**config.mk**
```make
export PLATFORM = sky130hd
export DESIGN_NAME = led_band_sequencer
export DESIGN_NICKNAME = d
export VERILOG_FILES = /design/src/rtl/led_band_pkg.sv /design/src/rtl/led_band_sclk_gen.sv /design/src/rtl/led_band_sequencer.sv
export SDC_FILE = /design/constraint.sdc
export NUM_CORES = 1
export LEC_CHECK = 0
export ABC_CLOCK_PERIOD_IN_PS = 8900
export BUFFER_PORTS_ARGS = -buffer_cell sky130_fd_sc_hd__buf_2
export CORE_AREA = 3 3 58 60
export CTS_CLUSTER_DIAMETER = 50
export DETAILED_ROUTE_END_ITERATION = 10
export DIE_AREA = 0 0 61 63
export PLACE_DENSITY = 0.82
export SYNTH_ARGS = -nofsm -noshare
export SYNTH_HDL_FRONTEND = slang
export SYNTH_SLANG_ARGS = --single-unit
```
**constraint.sdc**
```tcl
create_clock -name clk -period 8.9 [get_ports clk]
set_input_delay 0.89 -clock clk [delete_from_list [all_inputs] [get_ports clk]]
set_output_delay 0.89 -clock clk [all_outputs]
set_load 0.02 [all_outputs]
```
**src/rtl/led_band_pkg.sv**
```systemverilog
// Shared types and geometry for the LED band GS shift path.
// Width constants are also used by led_band_controller.
package led_band_pkg;

   typedef enum logic [1:0] {
      IDLE = 2'd0,
      LOW  = 2'd1,
      HIGH = 2'd2,
      GAP  = 2'd3
   } seq_state_e;

   localparam int DEF_NB_LED_COLUMN = 32;
   localparam int DEF_BIT_PER_COLOR = 8;
   localparam int DEF_NB_0_LSB      = 1;
   localparam int DEF_NB_ANGLES     = 128;
   localparam int DEF_HALF_PERIOD   = 2;
   localparam int DEF_WRTGS_EDGES   = 1;
   localparam int DEF_LATGS_EDGES   = 3;

   // Counter width for n states, never below one bit.
   function automatic int clog2w(input int n);
      return (n > 1) ? $clog2(n) : 1;
   endfunction

   localparam int NB_BITS         = DEF_BIT_PER_COLOR + DEF_NB_0_LSB;
   localparam int ANGLE_WIDTH     = clog2w(DEF_NB_ANGLES);
   localparam int ROW_WIDTH       = clog2w(DEF_NB_LED_COLUMN);
   localparam int BIT_SEL_WIDTH   = clog2w(NB_BITS);
   localparam int GS_BITS_PER_LED = 3 * NB_BITS;

endpackage

```
**src/rtl/led_band_sclk_gen.sv**
```systemverilog
// SCLK phase timer: holds each SCLK level for HALF_PERIOD clocks.
// Ticks flag the cycle before SCLK rises or falls.
module led_band_sclk_gen
   import led_band_pkg::*;
#(
   parameter int HALF_PERIOD = DEF_HALF_PERIOD
) (
   input  logic clk,
   input  logic rst,
   input  logic run_i,
   output logic sclk_o,
   output logic rise_tick_o,
   output logic fall_tick_o
);

   localparam int CW = clog2w(HALF_PERIOD);

   logic [CW-1:0] cnt_q, cnt_d;
   logic          sclk_q, sclk_d;
   logic          wrap;

   assign wrap        = run_i && (cnt_q == CW'(HALF_PERIOD - 1));
   assign rise_tick_o = wrap && !sclk_q;
   assign fall_tick_o = wrap && sclk_q;
   assign sclk_o      = sclk_q;

   // Count phase cycles; idle forces SCLK low and rewinds the phase.
   always_comb begin
      cnt_d  = cnt_q + 1'b1;
      sclk_d = sclk_q;
      if (!run_i) begin
         cnt_d  = '0;
         sclk_d = 1'b0;
      end else if (wrap) begin
         cnt_d  = '0;
         sclk_d = !sclk_q;
      end
   end

   // Phase counter and SCLK register.
   always_ff @(posedge clk or negedge rst) begin
      if (!rst) begin
         cnt_q  <= '0;
         sclk_q <= 1'b0;
      end else begin
         cnt_q  <= cnt_d;
         sclk_q <= sclk_d;
      end
   end

endmodule

```
**src/rtl/led_band_sequencer.sv**
```systemverilog
// Walks every LED/colour/bit of one angle slot at SCLK rate,
// framing each LED group with the driver's LAT command.
module led_band_sequencer
   import led_band_pkg::*;
#(
   parameter int NB_LED_COLUMN = DEF_NB_LED_COLUMN,
   parameter int BIT_PER_COLOR = DEF_BIT_PER_COLOR,
   parameter int NB_0_LSB      = DEF_NB_0_LSB,
   parameter int NB_ANGLES     = DEF_NB_ANGLES,
   parameter int HALF_PERIOD   = DEF_HALF_PERIOD,
   parameter int WRTGS_EDGES   = DEF_WRTGS_EDGES,
   parameter int LATGS_EDGES   = DEF_LATGS_EDGES
) (
   input  logic                                        clk,
   input  logic                                        rst,
   input  logic                                        en,
   input  logic [clog2w(NB_ANGLES)-1:0]                angle_in,
   input  logic                                        angle_strobe,
   output logic                                        SCLK,
   output logic                                        LAT,
   output logic [clog2w(NB_ANGLES)-1:0]                angle,
   output logic [clog2w(NB_LED_COLUMN)-1:0]            row,
   output logic [1:0]                                  color,
   output logic [clog2w(BIT_PER_COLOR+NB_0_LSB)-1:0]   bit_sel,
   output logic                                        busy,
   output logic                                        overrun
);

   localparam int NBITS  = BIT_PER_COLOR + NB_0_LSB;
   localparam int GS_LED = 3 * NBITS;
   localparam int AW     = clog2w(NB_ANGLES);
   localparam int RW     = clog2w(NB_LED_COLUMN);
   localparam int BW     = clog2w(NBITS);
   localparam int GW     = clog2w(2 * HALF_PERIOD);

   seq_state_e    state_q;
   logic [AW-1:0] angle_q;
   logic [RW-1:0] row_q, row_d;
   logic [1:0]    color_q, color_d;
   logic [BW-1:0] bit_q, bit_d;
   logic [GW-1:0] gap_q;
   logic          lat_q, lat_d;
   logic          busy_q;
   logic          ovr_q;
   logic          last_bit, last_col, last_row, pass_end;
   logic          run, abort;
   logic          rise_tick, fall_tick;
   int            lat_k;

   assign last_bit = (bit_q == BW'(NBITS - 1));
   assign last_col = (color_q == 2'd2);
   assign last_row = (row_q == RW'(NB_LED_COLUMN - 1));
   assign pass_end = last_bit && last_col && last_row;
   assign run      = en && (state_q == LOW || state_q == HIGH);
   assign abort    = (state_q != IDLE) && !en;

   led_band_sclk_gen #(
      .HALF_PERIOD (HALF_PERIOD)
   ) u_sclk (
      .clk         (clk),
      .rst         (rst),
      .run_i       (run),
      .sclk_o      (SCLK),
      .rise_tick_o (rise_tick),
      .fall_tick_o (fall_tick)
   );

   // Next bit index and the LAT level that goes with it.
   always_comb begin
      bit_d   = bit_q + 1'b1;
      color_d = color_q;
      row_d   = row_q;
      if (last_bit) begin
         bit_d = '0;
         if (last_col) begin
            color_d = 2'd0;
            row_d   = row_q + 1'b1;
         end else begin
            color_d = color_q + 2'd1;
         end
      end
      lat_k = (row_d == RW'(NB_LED_COLUMN - 1)) ? LATGS_EDGES
                                                : WRTGS_EDGES;
      lat_d = (int'(color_d) * NBITS + int'(bit_d)) >= (GS_LED - lat_k);
   end

   // Pass FSM with registered index, LAT, busy and overrun outputs.
   always_ff @(posedge clk or negedge rst) begin
      if (!rst) begin
         state_q <= IDLE;
         angle_q <= '0;
         row_q   <= '0;
         color_q <= '0;
         bit_q   <= '0;
         gap_q   <= '0;
         lat_q   <= 1'b0;
         busy_q  <= 1'b0;
         ovr_q   <= 1'b0;
      end else begin
         ovr_q <= angle_strobe && busy_q;
         if (abort) begin
            state_q <= IDLE;
            row_q   <= '0;
            color_q <= '0;
            bit_q   <= '0;
            gap_q   <= '0;
            lat_q   <= 1'b0;
            busy_q  <= 1'b0;
         end else begin
            unique case (state_q)
               IDLE: begin
                  if (angle_strobe && en) begin
                     state_q <= LOW;
                     angle_q <= angle_in;
                     row_q   <= '0;
                     color_q <= '0;
                     bit_q   <= '0;
                     busy_q  <= 1'b1;
                  end
               end
               LOW: begin
                  if (rise_tick) state_q <= HIGH;
               end
               HIGH: begin
                  if (fall_tick) begin
                     if (pass_end) begin
                        state_q <= GAP;
                        lat_q   <= 1'b0;
                        gap_q   <= '0;
                     end else begin
                        state_q <= LOW;
                        row_q   <= row_d;
                        color_q <= color_d;
                        bit_q   <= bit_d;
                        lat_q   <= lat_d;
                     end
                  end
               end
               GAP: begin
                  if (gap_q == GW'(2 * HALF_PERIOD - 1)) begin
                     state_q <= IDLE;
                     busy_q  <= 1'b0;
                     row_q   <= '0;
                     color_q <= '0;
                     bit_q   <= '0;
                     gap_q   <= '0;
                  end else begin
                     gap_q <= gap_q + 1'b1;
                  end
               end
               default: state_q <= IDLE;
            endcase
         end
      end
   end

   assign LAT     = lat_q;
   assign angle   = angle_q;
   assign row     = row_q;
   assign color   = color_q;
   assign bit_sel = bit_q;
   assign busy    = busy_q;
   assign overrun = ovr_q;

endmodule

```
# [Word-level counts from Yosys, hierarchy flattened]
# Index checks and enable logic that the tools add are counted.
[word_totals] register_bits=27 latch_bits=0 mem_bits_rw=0 romBits=0 input_bits=11 wordCells=108 n_memories=0
[classes] add_sub_neg=7 mul=1 div=0 magnitude_cmp=1 eq_ne=15 shift=0 mux=47 bitwise=1 n_reduce_logical=25
[op_table] op="5-bit two-way mux" n=7
[op_table] op="2-bit two-way mux" n=17
[op_table] op="4-bit two-way mux" n=6
[op_table] op="3-bit != test (second input constant)" n=6
[op_table] op="5-bit case mux with 3 select lines" n=1
[op_table] op="4-bit case mux with 3 select lines" n=1
[op_table] op="1-bit two-way mux" n=11
[op_table] op="5-bit == test (second input constant)" n=2
[op_table] op="1-bit logical AND" n=9
[op_table] op="3-bit AND reduction" n=3
[op_table] op="2-bit == test (second input constant)" n=4
[op_table] op="8-bit by 6-bit greater-or-equal comparator with 1-bit output" n=1
[op_table] op="2-bit case mux with 4 select lines" n=1
[op_table] op="6-bit by 4-bit adder with 7-bit output" n=1
[op_table] op="2-bit by 4-bit multiplier with 6-bit output (second input constant)" n=1
[op_table] op="2-bit case mux with 3 select lines" n=1
[op_table] op="2-bit nonzero test" n=3
[op_table] op="3-bit nonzero test" n=2
[op_table] op="5-bit by 2-bit subtractor with 6-bit output (first input constant)" n=1
[op_table] op="5-bit by 1-bit adder with 5-bit output (second input constant)" n=1
[op_table] op="5-bit AND reduction" n=1
[op_table] op="2-bit by 1-bit adder with 2-bit output (second input constant)" n=2
[op_table] op="4-bit by 1-bit adder with 4-bit output (second input constant)" n=1
[op_table] op="4-bit == test (second input constant)" n=1
[op_table] op="other kinds (12)" n=13

# [Longest topological paths before layout]
[depth] ltp_word=11 ltp_mapped=15 mapped_depth_nobuf=15

# [Modules after synthesis]
# A second synthesis with hierarchy kept.
[hier_totals] hier_cells=161 area_unflattened_um2=1674.1
[by_module_without_submodules] mod="led_band_sequencer" instances=1 cells_each=153 area_each_um2=1585.3 seq_area_each_um2=625.6
[by_module_without_submodules] mod="led_band_sclk_gen" instances=1 cells_each=8 area_each_um2=88.8 seq_area_each_um2=50.0

# [Least setup slack after synthesis]
# OpenSTA, ideal clock, no wires.
[synth_timing] path_type="register to register" start="register bit_q[0], in the netlist bit_sel[0]" end="register lat_q, in the netlist LAT" setup_time_ns=0.110 arrival_ns=2.820 t_required_ns=8.790 setup_slack_ns=5.969 path_stages_with_launch=16 path_buffers=0 synth_period_minus_slack_ns=2.931 cell_sequence="dfrtp_1 > inv_1 > ha_1 > inv_1 > nor2_1 > nand2_1 > o21ai_0 > ha_1 > ha_1 > inv_1 > ha_1 > inv_1 > o211ai_1 > o211ai_1 > and3b_1 > o41ai_1"
[synth_via] elab_chain_len=10
[synth_lines] element="start: declaration" line="led_band_sequencer.sv:40" text="logic [BW-1:0] bit_q, bit_d;"
[synth_lines] element="start signal: assignment" line="led_band_sequencer.sv:134" text="bit_q <= bit_d;"
[synth_lines] element="parallel branches: the longest is 6 deep, another holds 8-bit by 6-bit greater-or-equal comparator with 1-bit output"
[synth_lines] element="1-bit two-way mux (*)" line="led_band_sequencer.sv:126" text="if (pass_end) begin"
[synth_lines] element="1-bit two-way mux (*)" line="led_band_sequencer.sv:125" text="if (fall_tick) begin"
[synth_lines] element="1-bit two-way mux (*)" line="led_band_sequencer.sv:110" text="unique case (state_q)"
[synth_lines] element="1-bit two-way mux (*)" line="led_band_sequencer.sv:101" text="if (abort) begin"
[synth_lines] element="end signal: assignment" line="led_band_sequencer.sv:135" text="lat_q <= lat_d;"
[synth_lines] element="end: declaration" line="led_band_sequencer.sv:42" text="logic lat_q, lat_d;"
# Every way passes the cells marked *. The select of a mux whose other input is x is not followed.
# A chain may end at the register's enable or synchronous reset.

# [Final worst setup path]
# Ends and elaborated chain as after synthesis.

==> results.ini <==
[run_status]
status = finished clean

[timing]
slew_viol_final = 0
fmax_mhz = 311
layout_min_cycle_time_ns = 3.22
relSlewSlack = 0.536
hold_viol = 0
period_share = 0.362
rsz0062_at_grt = no
worst_pin_slew_ns = 0.696
fin_skew_ns = 0.00745
setup_tns_ns = 0
fin_ws_ns = 5.68
setup_viol = 0

[drt]
wl_met2_mm = 1.79
drc = 0
wl_met1_mm = 1.49
detail-route-antenna-nets = 0
vias_per_cell = 6.03
firstDrtPassIters = 4
vias = 1357
avgRoutedWirePerCell_um = 15.3
drt_iter0_markers = 64
wl_met3_um = 113
dr.max_layer_used = met4
finalWirelength_mm = 3.43

[cells_and_area]
fillers = 233
diodes = 0
final_cell_area_mm2 = 0.00190
area_growth_pct = 11.9
mostFrequentLayoutCell = buf_2
num-nets-final = 221
drive_gt1_frac = 0.281
final_cell_mix = 32 x buf_2, 27 x dfrtp_1, 16 x ha_1

[clock_network]
clock_latency_ns = 0.32
cts_buffers = 3
post_cts_buffers = 0
cts.reportedPaths.clkPinSlew_ns = 0.14
cts_tree = yes
cts_buffer_depth = 2
cts_resized = 0
h-tree-depth = 1
root_buffer = clkbuf_4
cts.sinks = 27
ctsHoldBuffers = 0

[die]
die_height_um = 63
core_mm2 = 0.00298
start_util = 0.570
io_pins = 33
num_rows = 20
die-area_mm2 = 0.00384
die_width_um = 61

[place]
dpl_cell_area_mm2 = 0.00187
numPortBuffers = 32
gp_congestion = 0.894
hpwl_mm = 2.73
post-place-ws_ns = 5.74

[global_route]
track_usage = 0.199
antenna_found_initial = 0
grt-ovfl-total = 0
grt_pass1_wl_mm = 5.88
grt_pass1_vias = 1299
grt_max_degree = 28

[logic_synthesis]
synthFlopType = dfrtp_1
netlist_instances = 159
synth-edff-count = 0
synth_area_mm2 = 0.00170
synth.distinct_cells = 44
synth-seq-cells = 27
syn-num-nets = 187
ys_async_sr_fraction = 1.00
avgSynthCellArea_um2 = 10.7
seq_area_frac_synth = 0.398
yosysWarnings = 0

[pwr]
leakage_nw = 0.962
irDropWorstVdd_uv = 94.7
powerDensity_mw_per_mm2 = 223

[worst_setup_path]
cp.required_ns = 9.11
cp.arrival_ns = 3.43
start_kind = flop
path_class = flop to flop
cp_max_fo = 6
end_kind = flop

[min_path]
hold_class = flop to flop

[run]
cap_viol_max_count = 0

area by class of cell:
class	instances	area (um2)	share of cell area
Clock inverter	1	5.00	0.00264
Inverter	13	48.8	0.0257
Timing Repair Buffer	32	160	0.0843
Clock buffer	3	22.5	0.0119
Tap cell	33	41.3	0.0217
Sequential cell	27	676	0.356
Multi-Input combinational cell	116	946	0.498
cells in the mapped netlist (2+ instances only):
master / instances / share of area
a221o_1: 2 / 0.012
o211ai_1: 2 / 0.0088
mux2_2: 9 / 0.060
a21o_1: 2 / 0.0088
nand3b_1: 2 / 0.0088
xor2_1: 2 / 0.010
a21oi_1: 5 / 0.015
ha_1: 16 / 0.12
nor3_1: 2 / 0.0059
nor3b_1: 2 / 0.0088
nor2_1: 13 / 0.029
a31oi_1: 2 / 0.0074
o21ai_0: 6 / 0.018
mux2_4: 2 / 0.018
a22o_1: 9 / 0.046
inv_1: 11 / 0.024
buf_6: 2 / 0.013
o22ai_1: 2 / 0.0074
xnor2_1: 2 / 0.010
nand3_1: 3 / 0.0088
nand4_1: 2 / 0.0074
nand2_1: 8 / 0.018
inv_2: 2 / 0.0044
mux2i_1: 2 / 0.012
and3_1: 2 / 0.0074
dfrtp_1: 27 / 0.40
and2_1: 3 / 0.011
sequential cells by signal, summed over array words and instances (netlist names):
register       flops
angle              7
row                5
gap_q              2
busy               1
color              2
u_sclk.cnt_q       1
u_sclk.sclk_o      1
LAT                1
overrun            1
bit_sel            4
state_q            2
final timing paths:
| kind | from | endpoint | slack (ns) | depth (start not counted) |
|---|---|---|---|---|
| worst min-delay path | angle[2] | angle[2] | 0.52 | 1 |
| worst min register to register | angle[2] | angle[2] | 0.52 | 1 |
| worst max-delay path | bit_sel[0] | LAT | 5.68 | 15 |
| min in group asynchronous | rst | angle[3] | 0.56 | 1 |
| worst max register to register | bit_sel[0] | LAT | 5.68 | 15 |
| max in group asynchronous | rst | bit_sel[1] | 7.96 | 1 |
report_power, final:
| group | switching (W) | internal, W |
|---|---|---|
| logic | 0.000119 | 0.0000787 |
| registers | 0.0000218 | 0.000152 |
| clock network | 0.0000347 | 0.0000168 |
| total | 0.000176 | 0.000248 |
cell families after synthesis:
family	Yosys count	synth area share
flip-flops	27	0.398
multiplexers	13	0.0892
adder cells (fa/ha/maj)	17	0.130
AND/OR/NAND/NOR	44	0.147
buffers and inverters	16	0.0450
AO/OA/AOI/OAI	38	0.171
XOR/XNOR	4	0.0206
stage by stage:
step	utilization	instances	hold slack (ns)	power, W
after floorplan	-	159	0.462	0.000329
after global placement	0.629	221	0.482	0.000363
after detailed placement	0.629	221	0.488	0.000376
after CTS	0.638	225	0.521	0.000428
after global routing	0.638	225	0.545	0.000457
final	0.638	225	0.518	0.000423
layer usage:
metal	up-vias	global-route usage
met5	-	0
met4	0	0.0515
met3	6	0.0351
met2	32	0.334
met1	670	0.259
li1	649	-
critical path, cell delays in order (launching register included):
cell	delay, ns
dfrtp_1	0.46
inv_1	0.09
ha_1	0.24
inv_1	0.06
nor2_1	0.18
nand2_1	0.08
o21ai_0	0.37
ha_1	0.33
ha_1	0.28
inv_1	0.04
ha_1	0.27
inv_1	0.04
o211ai_1	0.19
o211ai_1	0.10
and3b_1	0.17
o41ai_1	0.23
No activity file was read; power rests on OpenSTA's default activity.
